## src/rtl/i2c_pkg.sv

```systemverilog
// Shared I2C definitions: FSM state encodings, ACK/NACK levels, byte and bit-count sizes.
// The master-side stages use this package as well.
package i2c_pkg;

  localparam int BYTE_W = 8;
  localparam logic [3:0] BIT_CNT_MAX = 4'd8;

  localparam logic ACK      = 1'b0;
  localparam logic NACK     = 1'b1;
  localparam logic RW_WRITE = 1'b0;

  typedef enum logic [2:0] {
    ST_IDLE     = 3'd0,
    ST_ADDR     = 3'd1,
    ST_ACK_ADDR = 3'd2,
    ST_DATA     = 3'd3,
    ST_ACK_DATA = 3'd4,
    ST_IGNORE   = 3'd5
  } i2c_rx_state_e;

  // The open-drain output pulls SDA low for any bit value other than NACK.
  function automatic logic pull_low(input logic ack_bit);
    return ack_bit != NACK;
  endfunction

endpackage

```

## src/rtl/i2c_sync_edge.sv

```systemverilog
// Multi-flop synchroniser for an asynchronous I2C line, followed by a one-flop edge detector.
// Flops reset to the idle bus level so that releasing reset on an idle bus produces no edges.
module i2c_sync_edge #(
  parameter int   SYNC_STAGES = 2,
  parameter logic RST_VAL     = 1'b1
) (
  input  logic Clk,
  input  logic Rst_n,
  input  logic Din,
  output logic Dout,
  output logic Rise,
  output logic Fall
);

  logic [SYNC_STAGES-1:0] sync_q;
  logic                   prev_q;

  always_ff @(posedge Clk or negedge Rst_n) begin
    if (!Rst_n) begin
      sync_q <= {SYNC_STAGES{RST_VAL}};
      prev_q <= RST_VAL;
    end else begin
      sync_q <= {sync_q[SYNC_STAGES-2:0], Din};
      prev_q <= sync_q[SYNC_STAGES-1];
    end
  end

  assign Dout = sync_q[SYNC_STAGES-1];
  assign Rise = Dout & ~prev_q;
  assign Fall = ~Dout & prev_q;

endmodule

```

## src/rtl/i2c_slave_rx.sv

```systemverilog
// Slave-side I2C write receiver: address match, byte deserialisation, ACK drive and
// a one-cycle parallel strobe per received data byte.
//
// state       | meaning
// ------------+-----------------------------------------------------------
// ST_IDLE     | bus free, waiting for START
// ST_ADDR     | shifting in the 7-bit address plus R/W bit
// ST_ACK_ADDR | driving ACK for a matched write address on the 9th bit
// ST_DATA     | shifting in a data byte
// ST_ACK_DATA | driving ACK for a received data byte on the 9th bit
// ST_IGNORE   | not addressed (or read request); waits for STOP/START
module i2c_slave_rx
  import i2c_pkg::*;
#(
  parameter logic [6:0] ADDR        = 7'h50,
  parameter int         SYNC_STAGES = 2
) (
  input  logic              Clk,
  input  logic              Rst_n,
  input  logic              Scl,
  input  logic              Sda_in,
  output logic              Sda_oe,
  output logic [BYTE_W-1:0] Data_out,
  output logic              Data_valid,
  output logic              Addr_match,
  output logic              Busy
);

  logic scl_s, scl_rise, scl_fall;
  logic sda_s, sda_rise, sda_fall;
  logic start_det, stop_det;

  i2c_rx_state_e     state;
  logic [3:0]        bit_cnt;
  logic [BYTE_W-1:0] shreg;
  logic [BYTE_W-1:0] shift_next;
  logic              last_bit;

  i2c_sync_edge #(.SYNC_STAGES(SYNC_STAGES), .RST_VAL(1'b1)) u_scl_sync (
    .Clk   (Clk),
    .Rst_n (Rst_n),
    .Din   (Scl),
    .Dout  (scl_s),
    .Rise  (scl_rise),
    .Fall  (scl_fall)
  );

  i2c_sync_edge #(.SYNC_STAGES(SYNC_STAGES), .RST_VAL(1'b1)) u_sda_sync (
    .Clk   (Clk),
    .Rst_n (Rst_n),
    .Din   (Sda_in),
    .Dout  (sda_s),
    .Rise  (sda_rise),
    .Fall  (sda_fall)
  );

  assign start_det  = sda_fall & scl_s;
  assign stop_det   = sda_rise & scl_s;
  assign shift_next = {shreg[BYTE_W-2:0], sda_s};
  assign last_bit   = (bit_cnt == BIT_CNT_MAX - 4'd1);

  always_ff @(posedge Clk or negedge Rst_n) begin
    if (!Rst_n) begin
      state      <= ST_IDLE;
      bit_cnt    <= 4'd0;
      shreg      <= '0;
      Data_out   <= '0;
      Data_valid <= 1'b0;
      Sda_oe     <= 1'b0;
      Addr_match <= 1'b0;
      Busy       <= 1'b0;
    end else begin
      Data_valid <= 1'b0;
      if (start_det) begin
        state      <= ST_ADDR;
        bit_cnt    <= 4'd0;
        shreg      <= '0;
        Sda_oe     <= 1'b0;
        Addr_match <= 1'b0;
        Busy       <= 1'b1;
      end else if (stop_det) begin
        state      <= ST_IDLE;
        bit_cnt    <= 4'd0;
        shreg      <= '0;
        Sda_oe     <= 1'b0;
        Addr_match <= 1'b0;
        Busy       <= 1'b0;
      end else begin
        case (state)
          ST_ADDR: begin
            if (scl_rise) begin
              shreg   <= shift_next;
              bit_cnt <= bit_cnt + 4'd1;
              if (last_bit) begin
                // Reads are not supported, so a read to our own address is left un-ACKed.
                if (shift_next[BYTE_W-1:1] == ADDR && shift_next[0] == RW_WRITE)
                  state <= ST_ACK_ADDR;
                else
                  state <= ST_IGNORE;
              end
            end
          end
          ST_DATA: begin
            if (scl_rise) begin
              shreg   <= shift_next;
              bit_cnt <= bit_cnt + 4'd1;
              if (last_bit) begin
                Data_out   <= shift_next;
                Data_valid <= 1'b1;
                state      <= ST_ACK_DATA;
              end
            end
          end
          ST_ACK_ADDR, ST_ACK_DATA: begin
            // First SCL fall opens the ACK slot, the second one closes it.
            if (scl_fall) begin
              if (!Sda_oe) begin
                Sda_oe     <= pull_low(ACK);
                Addr_match <= 1'b1;
              end else begin
                Sda_oe  <= 1'b0;
                bit_cnt <= 4'd0;
                state   <= ST_DATA;
              end
            end
          end
          default: ;
        endcase
      end
    end
  end

endmodule

```

## config.mk

```make
export PLATFORM = sky130hd
export DESIGN_NAME = i2c_slave_rx
export DESIGN_NICKNAME = d
export VERILOG_FILES = /design/src/rtl/i2c_pkg.sv /design/src/rtl/i2c_sync_edge.sv /design/src/rtl/i2c_slave_rx.sv
export SDC_FILE = /design/constraint.sdc
export NUM_CORES = 1
export LEC_CHECK = 0
export CAP_MARGIN = 20
export CORE_MARGIN = 1
export CORE_UTILIZATION = 30
export DETAILED_ROUTE_END_ITERATION = 10
export SYNTH_ARGS = -nofsm -noshare
export SYNTH_HDL_FRONTEND = slang
export SYNTH_SLANG_ARGS = --single-unit
export TNS_END_PERCENT = 20
```

## constraint.sdc

```tcl
create_clock -name Clk -period 2.2 [get_ports Clk]
set_clock_uncertainty 0.05 [all_clocks]
set_input_delay 0.22 -clock Clk [delete_from_list [all_inputs] [get_ports Clk]]
set_output_delay 0.22 -clock Clk [all_outputs]
set_load 0.005 [all_outputs]
```

* After elaboration in Yosys (flattened, before gate mapping)
Cells that the tools add are included.
** Word-level totals
- Latch bits :: 0
- Output and inout bits :: 12
- RAM bits :: 0
- Word-level logic and storage cells :: 92
- Register bits after elaboration :: 32
- Memory bits (read-only) :: 0
- Memories kept :: 0
- Bits of input ports :: 4
** Operators by class
- Reduce and logical (&&, ||, !) cells :: 16
- Magnitude comparators :: 0
- Shift-type cells :: 0
- Equal/unequal tests :: 14
- Multiply operators :: 0
- Multiplexer cells :: 37
- Add/sub/neg operators :: 1
- Divide/modulo/power cells :: 0
- Bitwise gates (word level) :: 12
** Operators with widths (number)
- 7-bit 2-to-1 mux :: 4
- 3-bit 2-to-1 mux :: 9
- 4-bit inequality test (second input constant) :: 6
- 4-bit 2-to-1 mux :: 5
- 1-bit 2-to-1 mux :: 17
- 3-bit nonzero test :: 4
- 3-bit one-hot mux with 3 select lines :: 1
- 4-bit one-hot mux with 2 select lines :: 1
- 7-bit == test (second input constant) :: 1
- 7-bit AND reduction :: 1
- 1-bit bitwise AND :: 6
- 3-bit by 2-bit == test with 1-bit output (second input constant) :: 2
- 1-bit NOT :: 6
- 5-bit AND reduction :: 1
- 5-bit nonzero test :: 1
- 4-bit by 1-bit adder with 4-bit output (second input constant) :: 1
- 4-bit by 3-bit == test with 1-bit output (second input constant) :: 1
- 4-bit by 1-bit inequality test with 1-bit output (second input constant) :: 1
- 2-bit AND reduction :: 2
- 4-bit AND reduction :: 1
- 4-bit nonzero test :: 1
- 2-bit OR reduction :: 2
- 3-bit by 1-bit == test with 1-bit output (second input constant) :: 1
- 3-bit == test (second input constant) :: 1
- 4 further kinds :: 4

* Logic depth before layout (Yosys ltp)
Gate-level depths: netlist (run 1).
- Depth in word-level cells :: 8
- Depth in mapped cells :: 6
- Mapped depth without buffers :: 5

* Modules after synthesis
From an unflattened synthesis (run 1), not the netlist that was laid out.
** Second synthesis, totals
- Cells, all modules :: 125
- Area total of the unflattened synthesis :: 1456.4 sq um
** Modules (own cells, without submodules)
- i2c_slave_rx :: cells each 115, area each 1268.7 sq um, times used 1, sequential area each 650.6 sq um
- i2c_sync_edge :: cells each 5, area each 93.8 sq um, times used 2, sequential area each 78.8 sq um

* Least setup slack after synthesis (run 1)
Ideal clock, no wire load.
- Path kind :: flip-flop to flip-flop
- Start :: reg u_scl_sync.sync_q[1]
- End :: reg state[1]
- Path slack :: 0.379 ns
- Arrival :: 1.650 ns
- Library setup time :: 0.121 ns
- Required time :: 2.029 ns
- Period minus slack after synthesis :: 1.821 ns
- Stages on the path, launching flop included :: 6
- Path through :: dfstp_2 > buf_4 > nand4bb_4 > or4_4 > a22o_1 > a22o_1
** On the way
- Cells in the longest elaborated chain, start to end :: 4
** Ends and longest elaborated chain
- from (decl) :: RTL line i2c_sync_edge.sv:15 : logic [SYNC_STAGES-1:0] sync_q;
- from (signal assigned) :: RTL line i2c_sync_edge.sv:20 : sync_q <= {SYNC_STAGES{RST_VAL}};
- from (signal assigned) :: RTL line i2c_sync_edge.sv:23 : sync_q <= {sync_q[SYNC_STAGES-2:0], Din};
- 1-bit NOT :: RTL line i2c_sync_edge.sv:30 : assign Fall = ~Dout & prev_q;
- 1-bit bitwise AND :: RTL line i2c_sync_edge.sv:30
- 4-bit inequality test (no source line)
- 7-bit AND reduction (no source line)
- to (signal assigned) :: RTL line i2c_slave_rx.sv:64 : state <= ST_IDLE;
- to (signal assigned) :: RTL line i2c_slave_rx.sv:75 : state <= ST_ADDR;
- to (signal assigned) :: RTL line i2c_slave_rx.sv:82 : state <= ST_IDLE;
- to (decl) :: RTL line i2c_slave_rx.sv:33 : i2c_rx_state_e state;
Parallel ways exist; a longest one is shown, timed or not.
A chain may end at the register's enable or synchronous reset.

* Worst setup path after layout (run 1)
Same ends and word-level chain as after synthesis.

==> qor.yml, run 1 <==
grt:
  antenna_found_initial: 0
  grt_pass1_wl_um: 5090
  grt_usage: 0.132
  overflow: 0
  grt_pass1_vias: 1081
  grt_max_degree: 33
synthesis:
  synth-seq-cells: 32
  synth_edf_count: 0
  synth_common_cells: "dfrtp_1 (26), nand2_1 (18), mux2_2 (9)"
  syn_area_sq_um: 1470
  synth_nets: 131
  synth_top_area_frac: 0.444
  yosysSeqAreaShare: 0.551
  yosysMostFrequentCell: "dfrtp_1"
  synth_area_leaders: "dfrtp_1 (44%), dfstp_2 (11%), mux2_2 (6.9%)"
  avgSynthCellArea_sq_um: 11.6
  async_reset_ff_frac: 1.00
  synthFlopType: "dfrtp_1"
  netlist_instances: 126
  ys_warn_count: 0
  synth_top_area_cell: "dfrtp_1"
  synth_cell_types: 38
sta:
  hold_viol_final: 0
  maxSlewViolCount: 0
  slew_headroom: 0.694
  worstMarginPinSlew_ns: 0.458
  finalSetupViolations: 0
  period_share: 0.876
  rsz0062_at_grt: "false"
  period_needed_ns: 1.93
  clock.fmax_mhz: 519
  whs_ns: 0.276
  finalSetupTns_ns: 0
worst_setup_path:
  cp_slowest_cell: "dfstp_2"
  reg2reg_to: "state[1]"
  critPathCaptureType: "flop"
  start_kind: "flop"
  path_class: "flop to flop"
  r2r_slack_ns: 0.27
  crit_chain: "nand4bb_4 > or4_4 > a22o_1 > a22o_1"
  crit_family: "flip-flops"
  cp_num_buf_inv: 0
  crit_fanout: 11
  critPathMaxStageDelay_ns: 0.66
  critPathArrivalTime_ns: 2.05
  ff2ff_path_depth: 4
  timing.rr.start: "u_scl_sync.sync_q[1]"
  cp.required_ns: 2.33
  cpMostUsedCell: "a22o_1"
routing:
  wl_per_cell_um: 13.5
  routed_wl_um: 2910
  firstDrtPassIters: 4
  antenna_left: 0
  num_vias: 1065
  drt_iter0_drc: 60
  drc: 0
  via_per_inst: 4.95
clock_network:
  cts_root_buffer: "clkbuf_8"
  clockBufferDepth: 2
  cts_tree: "done"
  cts_setup_buffers: 0
  cts_sinks: 32
  insertion_delay_ns: 0.28
  clk_pin_slew_ns: 0.06
  cts-buffers-inserted: 5
  ctsResizeCount: 0
  hold_buffers: 0
  cts_max_level: 2
finish:
  postLayoutCellArea_sq_um: 1800
  num_antenna_cells: 0
  final_nets: 152
  n_fill_cell: 452
  fin_util: 0.380
  area_growth_pct: 22.5
  drive_gt1_frac: 0.243
min_path:
  hold_path.class: "primary input to asynchronous set/reset pin"
floorplan:
  io_pins: 16
  die_area_sq_um: 5170
  rows: 25
  die_y_um: 71.9
  core_sq_um: 4720
  initial_core_util: 0.310
  fp.dieW_um: 71.9
power:
  power.leakage_nw: 0.747
  powerDensity_nw_per_um2: 688
  peakVddDrop_v: 0.000221
status:
  status: "finished clean"
place:
  place_area_sq_um: 1710
  finalWeightedCongestion: 0.851
  port_buffers: 15
  hpwl_um: 2030
job:
  cap_violations: 0
==> registers in the layout (all words and copies together), names as in the netlist <==
| name | count |
|---|---|
| Addr_match | 1 |
| Sda_oe | 1 |
| shreg | 7 |
| Busy | 1 |
| Data_out | 8 |
| bit_cnt | 4 |
| Data_valid | 1 |
| u_scl_sync.prev_q | 1 |
| u_sda_sync.sync_q | 2 |
| state | 3 |
| u_sda_sync.prev_q | 1 |
| u_scl_sync.sync_q | 2 |
==> power breakdown <==
part	switching (mW)	total [mW]	internal, mW
sequential	0.0413	0.669	0.627
combinational	0.0642	0.115	0.0508
clock	0.199	0.453	0.255
total	0.304	1.24	0.933
==> area by class of cell <==
class	count	area [sq um]	share of cell area
well taps	67	83.8	0.0467
multi-input cells	83	604	0.336
clock buffers	8	90.1	0.0501
inverters	4	15.0	0.00836
repair buffers	21	195	0.109
flip-flops and latches	32	808	0.450
==> worst max path at each step <==
stage | start | to | cells after the start
6_report | u_scl_sync.sync_q[1] | state[1] | 4
5_1_grt | u_scl_sync.sync_q[1] | state[0] | 4
4_1_cts | u_scl_sync.sync_q[1] | state[1] | 4
3_5_place_dp | u_scl_sync.sync_q[1] | state[1] | 4
3_3_place_gp | u_scl_sync.sync_q[1] | state[1] | 4
2_1_floorplan | u_scl_sync.sync_q[1] | state[1] | 5
==> per-layer routing <==
metal  track usage  up-vias  part of all wire
met5             0        -                 0
met4        0.0915        0             0.038
met3        0.0472        9             0.036
met2         0.200       31              0.48
met1         0.158      527              0.45
li1              -      498                 -
==> layout by cell type, fill, tap and decap left out, types with 2 or more instances in the layout <==
master           instances
buf_4                    6
nand2_1                 18
dfrtp_1                 26
or4b_4                   2
nor2_1                   4
clkbuf_8                 6
nand4_1                  3
o22ai_1                  2
nand3_1                  8
inv_1                    4
clkdlybuf4s50_1         15
mux2_2                   9
o21a_1                   4
dfstp_2                  6
o21ai_0                  3
clkbuf_1                 2
a22o_1                   2
a21oi_1                  8
==> per-stage QoR <==
stage / cells / setup WS (ns) / power, mW
2_1_floorplan: 126 / 0.379 / 0.742
3_3_place_gp: 207 / 0.335 / 0.789
3_5_place_dp: 207 / 0.273 / 0.794
4_1_cts: 215 / 0.266 / 1.25
5_1_grt: 215 / 0.197 / 1.30
6_report: 215 / 0.273 / 1.24
==> cell families (layout without fill, tap and decap cells) <==
kind of cell	after synthesis	after routing	share of synthesized area
mux	9	9	0.0691
compound gates	24	24	0.114
buf+inv	11	33	0.0367
simple gates	47	47	0.208
xor+xnor	2	2	0.0119
fa+ha+maj	1	1	0.00853
flops	32	32	0.551
Note: power is estimated with default switching activity, not from simulation.
==> run 2: changes to the inputs <==
- SYNTH_HIERARCHICAL: not set -> 1
==> run 2 against run 1 <==
Net effect:
- total power increased by 30%
- worst hold slack improved by 0.0017 ns
- area after synthesis decreased by 0.68%
- cell area decreased by 0.97%
==> qor.yml, run 2 <==
sta:
  worst_slack_ns: 0.167  # -0.105 ns
  hold_viol_final: 0  # unchanged
  maxSlewViolCount: 0  # unchanged
  slew_headroom: 0.732  # +0.0386
  period_share: 0.924  # +0.0478
  rsz0062_at_grt: "false"
  clock.fmax_mhz: 492  # -5.2%
  finalSetupTns_ns: 0  # unchanged
  period_needed_ns: 2.03  # +0.105 ns
  finalSetupViolations: 0  # unchanged
  worstMarginPinSlew_ns: 0.399  # -0.0595 ns
grt:
  grt_pass1_vias: 957  # -11%
  grt_usage: 0.115  # -0.0179
  antenna_found_initial: 0  # unchanged
  grt_max_degree: 33  # unchanged
  grt_pass1_wl_um: 4440  # -13%
  overflow: 0  # unchanged
finish:
  num_antenna_cells: 0  # unchanged
  postLayoutCellArea_sq_um: 1780  # -0.97%
  mostFrequentLayoutCell: "dfrtp_1"
  drive_gt1_frac: 0.231  # -0.0120
  largest_reg_flops: 8  # unchanged
  final_cells: 199  # -7.4%
  n_fill_cell: 425  # -6.0%
  final_nets: 151  # -0.66%
  final_cell_mix: "dfrtp_1 (26), clkdlybuf4s50_1 (15), nor2_1 (14)"
  biggestRegsByFlops: "Data_out: 8 flops, shreg: 7 flops, bit_cnt: 4 flops"
  regMostFlops: "Data_out"
  area_growth_pct: 22.2
synthesis:
  avgSynthCellArea_sq_um: 11.7  # +0.11%
  synth_top_area_frac: 0.447  # +0.00305
  ys_warn_count: 6  # +6
  yosysMostFrequentCell: "dfrtp_1"
  synthFlopType: "dfrtp_1"
  synth_nets: 130  # -0.76%
  synth_top_area_cell: "dfrtp_1"
  syn_area_sq_um: 1460  # -0.68%
  synth_common_cells: "dfrtp_1 (26), nor2_1 (14), mux2_2 (10)"
  async_reset_ff_frac: 1.00  # unchanged
  synth_cell_types: 37  # -2.6%
  yosysSeqAreaShare: 0.555  # +0.00379
  synth-seq-cells: 32  # unchanged
  synth_edf_count: 0  # unchanged
  synth_area_leaders: "dfrtp_1 (45%), dfstp_2 (11%), mux2_2 (7.7%)"
  netlist_instances: 125  # -0.79%
clock_network:
  cts_setup_buffers: 0  # unchanged
  cts_root_buffer: "clkbuf_8"
  clockBufferDepth: 2  # unchanged
  cts_tree: "done"
  cts_max_level: 2  # unchanged
  hold_buffers: 0  # unchanged
  ctsResizeCount: 0  # unchanged
  insertion_delay_ns: 0.28  # about the same
  clk_pin_slew_ns: 0.07  # about the same
  cts_sinks: 32  # unchanged
  cts-buffers-inserted: 5  # unchanged
routing:
  top_layer: "met4"
  via_per_inst: 4.94  # -0.28%
  wl_met3_um: 143  # +36%
  routed_wl_um: 2580  # -11%
  antenna_left: 0  # unchanged
  dr_wl_met2_um: 1120  # -19%
  drc: 0  # unchanged
  num_vias: 983  # -7.7%
  wl_per_cell_um: 12.9  # -4.3%
  drt_iter0_drc: 46  # -23%
  met1_length_um: 1260  # -3.8%
  firstDrtPassIters: 4  # unchanged
job:
  cap_violations: 0  # unchanged
worst_setup_path:
  critPathCaptureType: "flop"
  path_class: "flop to flop"
  crit_fanout: 6  # -5
  cp.required_ns: 2.31  # -0.02 ns
  start_kind: "flop"
  critPathArrivalTime_ns: 2.14  # +0.09 ns
place:
  dpl.cell_count: 191  # -7.7%
  finalWeightedCongestion: 0.788  # -7.3%
  place_area_sq_um: 1690  # -1.2%
  post-place-ws_ns: 0.174  # -0.0985 ns
  hpwl_um: 1850  # -8.8%
  port_buffers: 15  # unchanged
min_path:
  hold_path.class: "primary input to asynchronous set/reset pin"
floorplan:
  rows: 24  # -4.0%
  io_pins: 16  # unchanged
  die_y_um: 71.7  # -0.33%
  initial_core_util: 0.323  # +0.0129
  fp.dieW_um: 71.7  # -0.33%
  die_area_sq_um: 5140  # -0.67%
  core_sq_um: 4500  # -4.6%
status:
  status: "finished clean"
power:
  peakVddDrop_v: 0.000440  # +99%
  powerDensity_nw_per_um2: 906  # +32%
  power.leakage_nw: 0.809  # +8.3%
  total_power_mw: 1.61  # +30%
==> run 2: worst max-delay path: stages, from the launching register on <==
cell and delay (ns):
dfstp_2 0.57, and2b_2 0.24, o21a_1 0.27, or3_1 0.48, mux2_2 0.31
==> run 2: final timing paths <==
check,startpoint,end,slack (ns),cells past startpoint
max,u_sda_sync/sync_q[1],bit_cnt[0],0.17,4
min,Rst_n,Data_out[6],0.28,2
min reg2reg,u_scl_sync/sync_q[0],u_scl_sync/sync_q[1],0.31,0
max in group asynchronous,Rst_n,u_scl_sync/sync_q[0],1.49,2
max reg2reg,u_sda_sync/sync_q[1],bit_cnt[0],0.17,4
min in group Clk,Scl,u_scl_sync/sync_q[0],0.30,1
==> run 2: layer usage <==
metal	global-route usage	vias up
li1	-	486
met1	0.151	467
met2	0.167	24
met3	0.0436	6
met4	0.0523	0
met5	0	-
==> run 2: power by group <==
part           leakage (nW)  internal (mW)  switching (mW)  total (mW)
logic                 0.351          0.192           0.186       0.378
clock network        0.0445          0.254           0.205       0.459
registers             0.414          0.674           0.101       0.775
==> run 2: kinds of logic (layout without fill, tap and decap cells) <==
group,after synthesis,in the layout,synth area share
xor+xnor,1,1,0.00601
simple gates,42,42,0.169
buf+inv,9,31,0.0326
fa+ha+maj,1,1,0.00859
flops,32,32,0.555
compound gates,23,23,0.103
mux,17,17,0.125
==> run 2: cell type report <==
| cell class | instances | area [sq um] | share of cell area |
|---|---|---|---|
| inverters | 3 | 11.3 | 0.00633 |
| flip-flops and latches | 32 | 808 | 0.454 |
| clock inverters | 1 | 7.51 | 0.00422 |
| multi-input cells | 84 | 601 | 0.338 |
| well taps | 52 | 65.1 | 0.0366 |
| clock buffers | 7 | 86.3 | 0.0485 |
| repair buffers | 20 | 200 | 0.113 |
==> run 2: through the flow <==
step | hold slack (ns) | util
after floorplan | -0.126 | -
after global placement | 0.297 | 0.374
after detailed placement | 0.297 | 0.374
after CTS | 0.286 | 0.395
after global routing | 0.292 | 0.395
final | 0.278 | 0.395
==> run 3: changes to the inputs <==
- SYNTH_HIERARCHICAL: 1 -> not set
==> results of run 3 <==
No change in the layout: final DEF, timing and power equal those of run 1.
